==> src/rtl/int_responder_if.sv <==
// Bundle of the responder's peripheral, register-decode and sequencer signals.
// Purely structural; no latency of its own.
// No backpressure; the sequencer's INT_ACK level is the only handshake.
interface int_responder_if;
  logic [4:0] IRQ;
  logic       REG_SEL;
  logic       REG_WR;
  logic [7:0] DIN;
  logic [7:0] DOUT;
  logic       M1;
  logic       EI_REQ;
  logic       DI_REQ;
  logic       RETI_REQ;
  logic       INT_ACK;
  logic       INT_REQ;
  logic       WAKE;
  logic       VEC_VALID;
  logic [7:0] VECTOR;
  logic       IME;

  // Sequencer / decode / peripheral side
  modport master (
    output IRQ, REG_SEL, REG_WR, DIN, M1, EI_REQ, DI_REQ, RETI_REQ, INT_ACK,
    input  DOUT, INT_REQ, WAKE, VEC_VALID, VECTOR, IME
  );

  // Responder side
  modport slave (
    input  IRQ, REG_SEL, REG_WR, DIN, M1, EI_REQ, DI_REQ, RETI_REQ, INT_ACK,
    output DOUT, INT_REQ, WAKE, VEC_VALID, VECTOR, IME
  );
endinterface

==> src/rtl/int_responder.sv <==
// Interrupt responder: IF/IE/IME registers, request edge detect, dispatch vector.
// Latency: IRQ edge -> IF next edge; INT_ACK edge -> VECTOR/VEC_VALID after that edge.
// No backpressure: VEC_VALID is held while the sequencer keeps INT_ACK high.
module int_responder (
  input logic            CLK,
  input logic            nRESET,
  int_responder_if.slave bus
);

  typedef enum logic {IDLE, HOLD} state_t;

  state_t     state, state_next;
  logic [4:0] irq_q;
  logic [4:0] if_r;
  logic [7:0] ie_r;
  logic       ime_r;
  logic       ei_pend;
  logic [7:0] vector_r;
  logic       vec_valid_r;

  logic [4:0] set;
  logic       wr_if;
  logic       wr_ie;
  logic [7:0] ie_eff;
  logic [4:0] pend;
  logic       dispatch;
  logic       release_ack;
  logic       pend_any;
  logic [2:0] win;
  logic [4:0] clr;
  logic [4:0] if_next;

  assign set   = bus.IRQ & ~irq_q;
  assign wr_if = bus.REG_WR & ~bus.REG_SEL;
  assign wr_ie = bus.REG_WR & bus.REG_SEL;
  // A same-cycle IE write takes part in the dispatch decision.
  assign ie_eff = wr_ie ? bus.DIN : ie_r;
  assign pend   = if_r & ie_eff[4:0];

  // Dispatch FSM next state and the dispatch/release decisions
  always_comb begin
    state_next  = state;
    dispatch    = 1'b0;
    release_ack = 1'b0;
    case (state)
      IDLE: begin
        if (bus.INT_ACK) begin
          dispatch   = 1'b1;
          state_next = HOLD;
        end
      end
      HOLD: begin
        if (!bus.INT_ACK) begin
          release_ack = 1'b1;
          state_next  = IDLE;
        end
      end
      default: state_next = IDLE;
    endcase
  end

  // Lowest pending request wins; clear only that bit, only on dispatch
  always_comb begin
    win      = 3'd0;
    pend_any = |pend;
    for (int i = 4; i >= 0; i--) begin
      if (pend[i]) win = 3'(i);
    end
    clr = (dispatch && pend_any) ? (5'b00001 << win) : 5'b00000;
  end

  // Edge set beats both the write and the dispatch clear
  assign if_next = ((wr_if ? bus.DIN[4:0] : if_r) & ~clr) | set;

  // FSM state register
  always_ff @(posedge CLK or negedge nRESET) begin
    if (!nRESET) state <= IDLE;
    else         state <= state_next;
  end

  // IF, IE and the request edge detector
  always_ff @(posedge CLK or negedge nRESET) begin
    if (!nRESET) begin
      irq_q <= 5'h00;
      if_r  <= 5'h00;
      ie_r  <= 8'h00;
    end else begin
      irq_q <= bus.IRQ;
      if_r  <= if_next;
      if (wr_ie) ie_r <= bus.DIN;
    end
  end

  // Master enable; EI takes effect only at the following instruction boundary
  always_ff @(posedge CLK or negedge nRESET) begin
    if (!nRESET) begin
      ime_r   <= 1'b0;
      ei_pend <= 1'b0;
    end else if (bus.DI_REQ || dispatch) begin
      ime_r   <= 1'b0;
      ei_pend <= 1'b0;
    end else if (bus.RETI_REQ) begin
      ime_r <= 1'b1;
    end else if (bus.EI_REQ) begin
      ei_pend <= 1'b1;
    end else if (bus.M1 && ei_pend) begin
      ime_r   <= 1'b1;
      ei_pend <= 1'b0;
    end
  end

  // Vector output; a cancelled dispatch returns vector 00
  always_ff @(posedge CLK or negedge nRESET) begin
    if (!nRESET) begin
      vector_r    <= 8'h00;
      vec_valid_r <= 1'b0;
    end else if (dispatch) begin
      vector_r    <= pend_any ? (8'h40 + {2'b00, win, 3'b000}) : 8'h00;
      vec_valid_r <= 1'b1;
    end else if (release_ack) begin
      vec_valid_r <= 1'b0;
    end
  end

  assign bus.DOUT      = bus.REG_SEL ? ie_r : {3'b111, if_r};
  assign bus.WAKE      = |(if_r & ie_r[4:0]);
  assign bus.INT_REQ   = bus.WAKE & ime_r;
  assign bus.VEC_VALID = vec_valid_r;
  assign bus.VECTOR    = vector_r;
  assign bus.IME       = ime_r;

endmodule
==> src/flat_wrapper.sv <==
// flat-port wrapper written by rule: the top's interface ports become plain ports
module int_responder_flat 
  (CLK, nRESET, bus_IRQ, bus_REG_SEL, bus_REG_WR, bus_DIN, bus_M1, bus_EI_REQ, bus_DI_REQ, bus_RETI_REQ, bus_INT_ACK, bus_DOUT, bus_INT_REQ, bus_WAKE, bus_VEC_VALID, bus_VECTOR, bus_IME);
  int_responder_if bus_i ();
  input logic CLK;
  input logic nRESET;
  input wire logic [$bits(bus_i.IRQ)-1:0] bus_IRQ;
  input wire logic [$bits(bus_i.REG_SEL)-1:0] bus_REG_SEL;
  input wire logic [$bits(bus_i.REG_WR)-1:0] bus_REG_WR;
  input wire logic [$bits(bus_i.DIN)-1:0] bus_DIN;
  input wire logic [$bits(bus_i.M1)-1:0] bus_M1;
  input wire logic [$bits(bus_i.EI_REQ)-1:0] bus_EI_REQ;
  input wire logic [$bits(bus_i.DI_REQ)-1:0] bus_DI_REQ;
  input wire logic [$bits(bus_i.RETI_REQ)-1:0] bus_RETI_REQ;
  input wire logic [$bits(bus_i.INT_ACK)-1:0] bus_INT_ACK;
  output wire logic [$bits(bus_i.DOUT)-1:0] bus_DOUT;
  output wire logic [$bits(bus_i.INT_REQ)-1:0] bus_INT_REQ;
  output wire logic [$bits(bus_i.WAKE)-1:0] bus_WAKE;
  output wire logic [$bits(bus_i.VEC_VALID)-1:0] bus_VEC_VALID;
  output wire logic [$bits(bus_i.VECTOR)-1:0] bus_VECTOR;
  output wire logic [$bits(bus_i.IME)-1:0] bus_IME;
  assign bus_i.IRQ = bus_IRQ;
  assign bus_i.REG_SEL = bus_REG_SEL;
  assign bus_i.REG_WR = bus_REG_WR;
  assign bus_i.DIN = bus_DIN;
  assign bus_i.M1 = bus_M1;
  assign bus_i.EI_REQ = bus_EI_REQ;
  assign bus_i.DI_REQ = bus_DI_REQ;
  assign bus_i.RETI_REQ = bus_RETI_REQ;
  assign bus_i.INT_ACK = bus_INT_ACK;
  assign bus_DOUT = bus_i.DOUT;
  assign bus_INT_REQ = bus_i.INT_REQ;
  assign bus_WAKE = bus_i.WAKE;
  assign bus_VEC_VALID = bus_i.VEC_VALID;
  assign bus_VECTOR = bus_i.VECTOR;
  assign bus_IME = bus_i.IME;
  int_responder u_core (.CLK(CLK), .nRESET(nRESET), .bus(bus_i));
endmodule
==> config.mk <==
export PLATFORM = sky130hd
export DESIGN_NAME = int_responder_flat
export DESIGN_NICKNAME = d
export VERILOG_FILES = /design/src/rtl/int_responder_if.sv /design/src/rtl/int_responder.sv /design/src/flat_wrapper.sv
export SDC_FILE = /design/constraint.sdc
export NUM_CORES = 1
export LEC_CHECK = 0
export ABC_AREA = 0
export BUFFER_PORTS_ARGS = -buffer_cell sky130_fd_sc_hd__buf_2
export CORE_UTILIZATION = 44
export DETAILED_ROUTE_END_ITERATION = 8
export PLACE_DENSITY = 0.75
export SETUP_SLACK_MARGIN = 0.2
export SLEW_MARGIN = 5
export SYNTH_ARGS = -nofsm -noshare
export SYNTH_HDL_FRONTEND = slang
export SYNTH_SLANG_ARGS = --single-unit
==> constraint.sdc <==
create_clock -name CLK -period 1.3 [get_ports CLK]
set_input_delay 0.13 -clock CLK [delete_from_list [all_inputs] [get_ports CLK]]
set_output_delay 0.13 -clock CLK [all_outputs]
set_load 0.005 [all_outputs]
==> metrics.md <==
| Metric | Value |
|---|---|
| Status | finished, violations left |
| Failing checks | negative setup slack |
| Placer Congestion | 0.861 |
| Min Tclk post-route | around 1.5 ns |
| Initial DRC count | 21 |
| Fin worst setup slack | -0.218 ns |
| Die H | 56.0 µm |
| WL per Instance | 16.8 µm |
| Largest family of logic cells by synthesized area | multiplexers |
| First-pass GRT wire length | 5250 µm |
| Crit end category | primary output |
| Nets | 209 |
| Cts bufs inserted | 3 |
| Syn Area/Cell | 11.0 µm² |
| Setup Skew | 0.00279 ns |
| Final Non-Filler Cells | 216 |
| Root Buffer | clkbuf_4 |
| Yosys top cell by area | dfrtp_1 |
| Routed Antenna Nets | 0 |
| All-Layer GR Usage | 21.8% |
| Layout cell share with drive strength beyond 1 | 55.1% |
| Measured slew at the worst slew-check pin | 0.567 ns |
| CTS clk-pin slew, worst paths | 0.13 ns |
| Achievable Freq | between 0.6 and 0.7 GHz |
| Relative slew slack | 62.2% |
| Mapped Cells | 117 |
| Drt drc | 0 |
| Initial core utilization | 46.5% |
| Power Density | between 1000 and 1500 nW/µm² |
| Top post-synthesis cells by area | dfrtp_1, mux2_2, mux2i_1 |
| Cell Int Power | approximately 1.5 mW |
| # Max-Cap Violations | 0 |
| Vias/cell | 5.44 |
| Net Sw Frac | 30.0% |
| Fillers | 188 |
| Sink Count | 26 |
| Antenna cell count | 0 |
| Warnings from Yosys | 0 |
| Core area | 2760 µm² |
| CTS tree | built |
| DIE WIDTH | 56.0 µm |
| Area share of the leading cell type in the synthesized netlist | 50.8% |
| Synth cell count leaders | dfrtp_1, mux2_2, inv_1, nand2_1 |
| Ys async rst share | between 90% and 100% |
| Setup CP Type | reg -> out |
| Switching power | 659 µW |
| RSZ-0062 raised after global routing | true |
| Row cnt | 19 |
| DP Cell Count | 189 |
| WP data arrival | 1.39 ns |
| Synth-to-layout area growth | 56.8% |
| Count of final setup violators | 15 |
| Largest net degree at the start of global routing | 27 |
| FF-to-FF setup slack | -0.18 ns |
| DR vias | roughly 1200 |
| Synth Area in Adders | 0.977% |
| Multi-input gate area | 728 µm² |
| Final Util | 72.9% |
| Worst-skew pair later-pin latency | between 0.3 and 0.4 ns |
| Routed WL | 3620 µm |
| Main flop type after synthesis | dfrtp_1 |
| IO Pins | 42 |
| Setup crit start kind | flip-flop |
| HPWL after DPL | 2110 µm |
| First drt pass iteration count | 4 |
| Die footprint | 3130 µm² |
| Initial antenna violation count | 0 |
| Clock share of power | approximately 18% |
| IO Port Bufs | 37 |
| Reg power frac | 45.2% |
| Seq/Total Area, Yosys | about half |
| HP Class | in -> reg |
| Vias in the first global route | 1164 |
| Synth Area in XOR/XNOR | 0% |
| Crit share post-route | 117% |
| Req. time, crit path | 1.17 ns |
| Synth Cell Area | 1280 µm² |
| Fraction of synthesized area in multiplexers | 15.6% |
| Slew Limit Fails | 0 |
| Post-synthesis simple-gate area fraction | 13.8% |
| Compound-gate portion of the synthesized area | 12.0% |
| Comb power frac | 36.6% |
| Leakage power | 0.986 nW |
| Seq cells post-synth | 26 |
| Grt ovf | 0 |
| CTS max path bufs | 2 |
| Count of cell types in the netlist | 37 |
| H-tree levels | 1 |
| Maximum VDD drop | 0.000941 V |
| Fin. Hold Viols | 0 |
| FF/Latch Area | 652 µm² |
| Worst Path Max Fanout | 4 |
| Post-synth EDFFs | 0 |
| Most common cell in the netlist | dfrtp_1 |
==> metal layers <==
layer	global-route usage (%)	vias to the layer above	wire length [µm]
li1	-	546	-
met1	27.5	581	1470
met2	38.4	40	1960
met3	2.56	8	117
met4	7.67	0	79
met5	0	-	0
==> area by class of cell <==
type	count	share of cell area, %
Clock buffer	4	1.81
Inverter	8	1.49
Multi-Input combinational cell	78	36.2
Sequential cell	26	32.4
Tap cell	31	1.93
Timing Repair Buffer	69	26.1
==> worst max-delay path, cell delays in order, from the launching register on <==
cell and delay [ns]:
dfrtp_2 0.47, nand2_1 0.17, nand4_1 0.16, and2_1 0.16
buf_2 0.12
==> power groups by stage <==
| stage | sequential, mW | combinational, mW | clock, mW |
|---|---|---|---|
| 6_report | 0.993 | 0.804 | 0.400 |
| 5_1_grt | 1.00 | 0.864 | 0.440 |
| 4_1_cts | 0.980 | 0.634 | 0.402 |
| 3_5_place_dp | 0.995 | 0.490 | 0 |
| 3_3_place_gp | 0.985 | 0.479 | 0 |
| 2_1_floorplan | 0.984 | 0.290 | 0 |
==> cells in the final DEF (no fill, tap or decap), drive strengths merged, types with 2 or more instances in the layout <==
master       count
mux2i            5
nor3             4
inv              8
buf             61
o21ai            2
and3             2
nand2b           4
dfrtp           26
a21boi           2
and2             2
clkbuf           4
nor2             4
a31oi            2
a21oi            3
conb             4
nand4            4
dlygate4sd3      8
o22ai            5
mux2            13
nand2            8
==> what timing repair did <==
| item | in CTS | in global routing |
|---|---|---|
| setup buffers | 10 | 5 |
| hold buffers | 8 | 0 |
| hold endpoints to repair | 34 | 0 |
| gates resized for setup | 18 | 29 |
| setup endpoints to repair | 19 | 21 |
| pin swaps | 8 | 5 |
==> stage by stage <==
stage | hold slack, ns | power (mW) | setup slack, ns | setup TNS [ns] | area [µm²]
after detailed placement | 0.154 | 1.48 | -0.0359 | -0.0595 | 1560
after floorplan | -0.166 | 1.27 | 0.132 | 0 | 1330
after global routing | 0.0392 | 2.31 | -0.289 | -2.26 | 2010
final | 0.0436 | 2.20 | -0.218 | -1.44 | 2010
after global placement | 0.153 | 1.46 | -0.00828 | -0.00828 | 1560
after CTS | 0.0394 | 2.02 | -0.176 | -0.525 | 1830
==> worst paths after layout <==
| path | from | endpoint | cells after the start |
|---|---|---|---|
| max | u_core.if_r[2]$_DFF_PN0_ | bus_INT_REQ | 4 |
| min | bus_DIN[6] | u_core.ie_r[6]$_DFFE_PN0N_ | 2 |
| max reg2reg | u_core.if_r[0]$_DFF_PN0_ | u_core.if_r[1]$_DFF_PN0_ | 7 |
| min reg2reg | u_core.irq_q[2]$_DFF_PN0_ | u_core.if_r[2]$_DFF_PN0_ | 1 |
| max in group asynchronous | nRESET | u_core.if_r[2]$_DFF_PN0_ | 2 |
| min in group asynchronous | nRESET | u_core.ie_r[0]$_DFF_PN0_ | 2 |
==> sequential cells by signal, indices dropped and copies added (netlist names) <==
signal	cells
u_core.bus.VECTOR	4
u_core.state	1
u_core.irq_q	5
u_core.ie_r	8
u_core.bus.IME	1
u_core.ei_pend	1
u_core.if_r	5
u_core.bus.VEC_VALID	1
==> cells by family after synthesis <==
logic type,Yosys count
and+or+nand+nor,33
adders and majority gates,1
muxes,18
buffers and inverters,16
other,1
AOI/OAI and AO/OA,22
DFF,26
(Power assumes the default switching activity.)
